File: config.mk
export PLATFORM = sky130hd
export DESIGN_NAME = si5340_i2c_writer
export DESIGN_NICKNAME = d
export VERILOG_FILES = /design/src/rtl/si5340_i2c_writer.sv
export SDC_FILE = /design/constraint.sdc
export NUM_CORES = 1
export LEC_CHECK = 0
export CORE_MARGIN = 2
export CORE_UTILIZATION = 40
export CTS_BUF_LIST = sky130_fd_sc_hd__clkbuf_2
export DETAILED_ROUTE_END_ITERATION = 7
export SLEW_MARGIN = 20
export SYNTH_ARGS = -nofsm -noshare
export SYNTH_HDL_FRONTEND = slang
export SYNTH_SLANG_ARGS = --single-unit
File: constraint.sdc
create_clock -name CLK -period 1.9 [get_ports CLK]
set_input_delay 0.285 -clock CLK [delete_from_list [all_inputs] [get_ports CLK]]
set_output_delay 0.285 -clock CLK [all_outputs]
set_load 0.01 [all_outputs]
File: src/rtl/si5340_i2c_writer.sv
// Single-register I2C write initiator for the SI5340A0/A1 clock generators.
// Optional responder clock stretching with timeout is enabled by defining I2C_CLOCK_STRETCH_EN.
`timescale 1ns/1ps
module si5340_i2c_writer #(
  parameter int CLK_HZ      = 50_000_000,
  parameter int I2C_HZ      = 100_000,
  parameter int STRETCH_MAX = 65535
) (
  input  logic       CLK,
  input  logic       RST_N,
  input  logic       cmd_valid,
  output logic       cmd_ready,
  input  logic [6:0] cmd_dev,
  input  logic [7:0] cmd_reg,
  input  logic [7:0] cmd_data,
  output logic       rsp_valid,
  output logic       rsp_nack,
  output logic       rsp_timeout,
  output logic       scl_oe,
  output logic       sda_oe,
  input  logic       scl_in,
  input  logic       sda_in
);
  localparam int QTR = CLK_HZ / (4 * I2C_HZ);
  localparam int QW  = (QTR > 1) ? $clog2(QTR) : 1;
  localparam logic [QW-1:0] QLAST = QW'(QTR - 1);

  typedef enum logic [2:0] {
    S_IDLE, S_START, S_BITS, S_ACK, S_STOP, S_RESP
  } state_t;

  state_t        state_q, state_d;
  logic [QW-1:0] qcnt_q, qcnt_d;
  logic [1:0]    qtr_q, qtr_d;
  logic [2:0]    bit_q, bit_d;
  logic [1:0]    byte_q, byte_d;
  logic [6:0]    dev_q, dev_d;
  logic [7:0]    reg_q, reg_d;
  logic [7:0]    data_q, data_d;
  logic          nack_q, nack_d;
  logic          scl_oe_q, scl_oe_d;
  logic          sda_oe_q, sda_oe_d;
  logic [1:0]    sda_s_q;
  logic [7:0]    cur_byte;
  logic          tx_bit;
  logic          qend, adv, stall, tmo_hit;

`ifdef I2C_CLOCK_STRETCH_EN
  localparam int SW = $clog2(STRETCH_MAX + 2);
  logic [1:0]    scl_s_q;
  logic [1:0]    rel_q, rel_d;
  logic [SW-1:0] str_q, str_d;
  logic          tmo_q, tmo_d;
  logic          win;

  // rel_q waits out output register + synchroniser latency after SCL is
  // released, so our own low level is never mistaken for a stretch.
  always_comb begin
    win     = ((state_q == S_BITS || state_q == S_ACK) && qtr_q[1]) ||
              (state_q == S_STOP && (qtr_q == 2'd1 || qtr_q == 2'd2));
    rel_d   = scl_oe_q ? 2'd0 : ((rel_q == 2'd3) ? 2'd3 : rel_q + 2'd1);
    stall   = win && !scl_oe_q && (rel_q == 2'd3) && !scl_s_q[1];
    str_d   = stall ? str_q + SW'(1) : '0;
    tmo_hit = stall && (str_q >= SW'(STRETCH_MAX));
    tmo_d   = (state_q == S_IDLE && cmd_valid) ? 1'b0 : (tmo_q | tmo_hit);
  end

  always_ff @(posedge CLK or negedge RST_N) begin
    if (!RST_N) begin
      scl_s_q <= 2'b11;
      rel_q   <= 2'd0;
      str_q   <= '0;
      tmo_q   <= 1'b0;
    end else begin
      scl_s_q <= {scl_s_q[0], scl_in};
      rel_q   <= rel_d;
      str_q   <= str_d;
      tmo_q   <= tmo_d;
    end
  end

  assign rsp_timeout = tmo_q;
`else
  logic scl_unused;
  assign scl_unused  = scl_in;
  assign stall       = 1'b0;
  assign tmo_hit     = 1'b0;
  assign rsp_timeout = 1'b0;
`endif

  always_comb begin
    case (byte_q)
      2'd0:    cur_byte = {dev_q, 1'b0};
      2'd1:    cur_byte = reg_q;
      default: cur_byte = data_q;
    endcase
    tx_bit = cur_byte[3'd7 - bit_q];
    qend   = (qcnt_q == QLAST);
    adv    = qend && !stall;
  end

  always_comb begin
    state_d  = state_q;
    qcnt_d   = qcnt_q;
    qtr_d    = qtr_q;
    bit_d    = bit_q;
    byte_d   = byte_q;
    dev_d    = dev_q;
    reg_d    = reg_q;
    data_d   = data_q;
    nack_d   = nack_q;
    scl_oe_d = 1'b0;
    sda_oe_d = 1'b0;

    if (state_q != S_IDLE && state_q != S_RESP && !stall) begin
      qcnt_d = qend ? '0 : qcnt_q + QW'(1);
      if (qend) qtr_d = qtr_q + 2'd1;
    end

    case (state_q)
      S_IDLE: begin
        if (cmd_valid) begin
          dev_d   = cmd_dev;
          reg_d   = cmd_reg;
          data_d  = cmd_data;
          nack_d  = 1'b0;
          qcnt_d  = '0;
          qtr_d   = 2'd0;
          bit_d   = 3'd0;
          byte_d  = 2'd0;
          state_d = S_START;
        end
      end
      S_START: begin
        scl_oe_d = (qtr_q == 2'd3);
        sda_oe_d = (qtr_q != 2'd0);
        if (adv && qtr_q == 2'd3) state_d = S_BITS;
      end
      S_BITS: begin
        scl_oe_d = !qtr_q[1];
        sda_oe_d = !tx_bit;
        if (adv && qtr_q == 2'd3) begin
          bit_d = bit_q + 3'd1;
          if (bit_q == 3'd7) state_d = S_ACK;
        end
      end
      S_ACK: begin
        scl_oe_d = !qtr_q[1];
        if (adv && qtr_q == 2'd2 && sda_s_q[1]) nack_d = 1'b1;
        if (adv && qtr_q == 2'd3) begin
          if (nack_q || byte_q == 2'd2) begin
            state_d = S_STOP;
          end else begin
            byte_d  = byte_q + 2'd1;
            state_d = S_BITS;
          end
        end
      end
      S_STOP: begin
        scl_oe_d = (qtr_q == 2'd0);
        sda_oe_d = (qtr_q != 2'd3);
        if (adv && qtr_q == 2'd3) state_d = S_RESP;
      end
      S_RESP:  state_d = S_IDLE;
      default: state_d = S_IDLE;
    endcase

    // Stretch timeout abandons the transfer without a STOP.
    if (tmo_hit) begin
      state_d  = S_RESP;
      scl_oe_d = 1'b0;
      sda_oe_d = 1'b0;
    end
  end

  always_ff @(posedge CLK or negedge RST_N) begin
    if (!RST_N) begin
      state_q  <= S_IDLE;
      qcnt_q   <= '0;
      qtr_q    <= 2'd0;
      bit_q    <= 3'd0;
      byte_q   <= 2'd0;
      dev_q    <= 7'd0;
      reg_q    <= 8'd0;
      data_q   <= 8'd0;
      nack_q   <= 1'b0;
      scl_oe_q <= 1'b0;
      sda_oe_q <= 1'b0;
      sda_s_q  <= 2'b11;
    end else begin
      state_q  <= state_d;
      qcnt_q   <= qcnt_d;
      qtr_q    <= qtr_d;
      bit_q    <= bit_d;
      byte_q   <= byte_d;
      dev_q    <= dev_d;
      reg_q    <= reg_d;
      data_q   <= data_d;
      nack_q   <= nack_d;
      scl_oe_q <= scl_oe_d;
      sda_oe_q <= sda_oe_d;
      sda_s_q  <= {sda_s_q[0], sda_in};
    end
  end

  assign cmd_ready = (state_q == S_IDLE);
  assign rsp_valid = (state_q == S_RESP);
  assign rsp_nack  = nack_q;
  assign scl_oe    = scl_oe_q;
  assign sda_oe    = sda_oe_q;
endmodule

==> impl_metrics.tcl <==
set metrics [dict create \
    m1WireLength_microns 2170 \
    syn-num-nets 246 \
    p_per_area_nw_per_um2 723 \
    status "complete, no violations" \
    vias_per_cell 5.05 \
    finalSetupViolations 0 \
    io_buffers 31 \
    max_freq_mhz 572 \
    wl_per_cell_microns 13.3 \
    ys_seq_area_share_pct 49.0 \
    start_util_pct 41.6 \
    final_layout_size_suffix_gt1_share_pct 23.8 \
    worstSetupPathType "reg -> reg" \
    syn2layout_area_growth_pct 22.3 \
    syn_area_sq_um 2300 \
    clk_latency_ns 0.42 \
    async_flop_share_pct 100 \
    clk_pin_slew_ns 0.23 \
    worst_pin_slew_ns 0.570 \
    drc 0 \
    rows 27 \
    cts-root-buf "clkbuf_2" \
    drt_iter0_markers 59 \
    hpwl_microns 3010 \
    grt_max_degree 46 \
    grt_antenna_before_repair 0 \
    cts_tree "yes" \
    layout_min_cycle_time_ns 1.75 \
    grt_pass1_vias 1619 \
    routed_wl_microns 4300 \
    wl_met3_microns 145 \
    finClkSkew_ns 0.0275 \
    synth_edf_count 0 \
    vias 1636 \
    fp.dieW_microns 79.9 \
    yosysUniqueCellTypes 52 \
    ys.flop_type "dfrtp_1" \
    worstPathRequired_ns 2.25 \
    drtAntennaViolNets 0 \
    io_pins 34 \
    detailroute.wirelength.met2_microns 1910 \
    top_layer "met4" \
    cap_viol_max_count 0 \
    drtPass1Iterations 4 \
    cts.sinks 45 \
    p_leak_nw 1.24 \
    max-slew-margin-rel_pct 62.0 \
    core-area_sq_um 5540 \
    fin_nets 289 \
    ys_warn_count 0 \
    critPathLaunchType "flop" \
    fillers 515 \
    grt_pass1_wl_microns 7540 \
    finalCritPeriodShare_pct 92.0 \
    cts_buffers 5 \
    cts_htree_levels 2 \
    grt_overflow_total 0 \
    critical_path.max_fanout 8 \
    design_area_sq_um 2820 \
    grt_usage_pct 15.0 \
    rsz0062_at_grt "yes" \
    place_congestion 0.780 \
    final_hold_viol_count 0 \
    arrival_ns 2.10 \
    ff_latch_area_sq_um 1130 \
    dieArea_sq_um 6380 \
    multi_input_area_sq_um 1060 \
    postPlaceCellArea_sq_um 2710 \
    min_path_type "in -> reg" \
    antenna_cells 0 \
    endpoint_kind "flop" \
    synthCells 208 \
    peakVddDrop_mv 0.424 \
    die_y_microns 79.9 \
    clockBufferDepth 2 \
    drv_slew 0 \
    synth_seq_cells 45 \
    utilization_pct 50.8 \
    syn_area_per_cell_sq_um 11.1 \
]
==> critical path: stages (launching register included) <==
cell     delay (ns)
dfrtp_1        0.41
inv_1          0.07
ha_2           0.24
a22oi_1        0.17
nand3_1        0.12
a41oi_1        0.22
nor4_1         0.08
buf_4          0.14
o32ai_1        0.26
==> area by class of cell <==
type | instances | share of cell area, %
flip-flops and latches | 45 | 40.2
multi-input cells | 140 | 37.8
repair buffers | 48 | 15.9
well taps | 72 | 3.20
inverters | 11 | 1.47
clock buffers | 7 | 1.24
clock inverters | 1 | 0.133
==> state kept, by name (all words and copies together) (netlist names) <==
register,flops
state_q,3
sda_s_q,2
rsp_nack,1
byte_q,2
scl_oe,1
data_q,8
reg_q,8
qcnt_q,7
dev_q,7
sda_oe,1
bit_q,3
qtr_q,2
==> metal layers <==
layer  GRT usage [%]  up-vias
met4            6.27        0
li1                -      814
met5               0        -
met3            2.83        5
met1            21.9      784
met2            21.8       33
==> kinds of logic after synthesis <==
group | count (synthesis) | share of synthesized area [%]
other | 1 | 0.163
buffers and inverters | 23 | 5.27
XOR/XNOR | 6 | 2.28
AO/OA/AOI/OAI | 40 | 11.8
adder cells (fa/ha/maj) | 10 | 5.43
AND/OR/NAND/NOR | 59 | 14.3
flip-flops | 45 | 49.0
multiplexers | 24 | 11.7
==> path summary, 6_finish.rpt <==
path | startpoint | to | slack, ns | cells past startpoint
max reg2reg | byte_q[0]$_DFFE_PN0P_ | sda_oe$_DFF_PN0_ | 0.15 | 8
min reg2reg | sda_s_q[0]$_DFF_PN1_ | sda_s_q[1]$_DFF_PN1_ | 0.37 | 0
min | sda_in | sda_s_q[0]$_DFF_PN1_ | 0.26 | 1
max in group asynchronous | RST_N | state_q[1]$_DFFE_PN0P_ | 1.02 | 3
min in group asynchronous | RST_N | bit_q[0]$_DFFE_PN0P_ | 0.44 | 3
max | byte_q[0]$_DFFE_PN0P_ | sda_oe$_DFF_PN0_ | 0.15 | 8
==> where the power goes <==
part | total (mW) | switching, mW | internal (mW)
Combinational | 0.425 | 0.190 | 0.235
Clock | 0.395 | 0.296 | 0.0985
Sequential | 1.22 | 0.107 | 1.11
Total | 2.04 | 0.594 | 1.44
==> layout by cell type, fill, tap and decap left out, drive strengths merged, types with 2 or more instances in the layout <==
cell	count
dfstp	2
nand3	5
inv	11
xor2	4
and3	3
buf	17
a211oi	2
or3	2
nor2	15
nor3	2
a22o	5
clkbuf	7
ha	10
o22ai	2
mux2	23
nor2b	2
nand2	17
clkdlybuf4s50	28
a21oi	8
nand2b	3
and2	3
a41oi	2
a22oi	4
xnor2	2
dfrtp	43
o21ai	9
==> cell usage after synthesis, drive strengths merged (3+ instances only) <==
cell type / number / area [sq um]
a21oi: 8 / 40.0
a22o: 5 / 43.8
a22oi: 4 / 30.0
and2: 3 / 18.8
and3: 3 / 18.8
buf: 9 / 68.8
clkbuf: 3 / 11.3
dfrtp: 43 / 1080
ha: 10 / 125
inv: 11 / 41.3
mux2: 23 / 259
nand2: 17 / 71.3
nand2b: 3 / 21.3
nand3: 5 / 37.5
nor2: 15 / 56.3
o21ai: 9 / 45.0
xor2: 4 / 35.0
==> repair_timing <==
item | 4_1_cts | 5_1_grt
endpoints found under the setup margin | 2 | 2
hold buffers | 1 | 0
hold endpoints to repair | 43 | 0
buffers inserted | 5 | 1
gates resized for setup | 4 | 3
==> metrics by stage <==
step / TNS (ns) / worst slack [ns] / total power, mW / instances / hold slack (ns)
2_1_floorplan: 0 / 0.213 / 1.49 / 208 / -0.0106
3_3_place_gp: 0 / 0.0962 / 1.65 / 309 / 0.350
3_5_place_dp: 0 / 0.0870 / 1.67 / 309 / 0.350
4_1_cts: 0 / 0.00149 / 2.07 / 323 / 0.224
5_1_grt: -0.0298 / -0.0298 / 2.19 / 324 / 0.212
6_report: 0 / 0.152 / 2.04 / 324 / 0.256
Power figures use the tool's default switching activity.
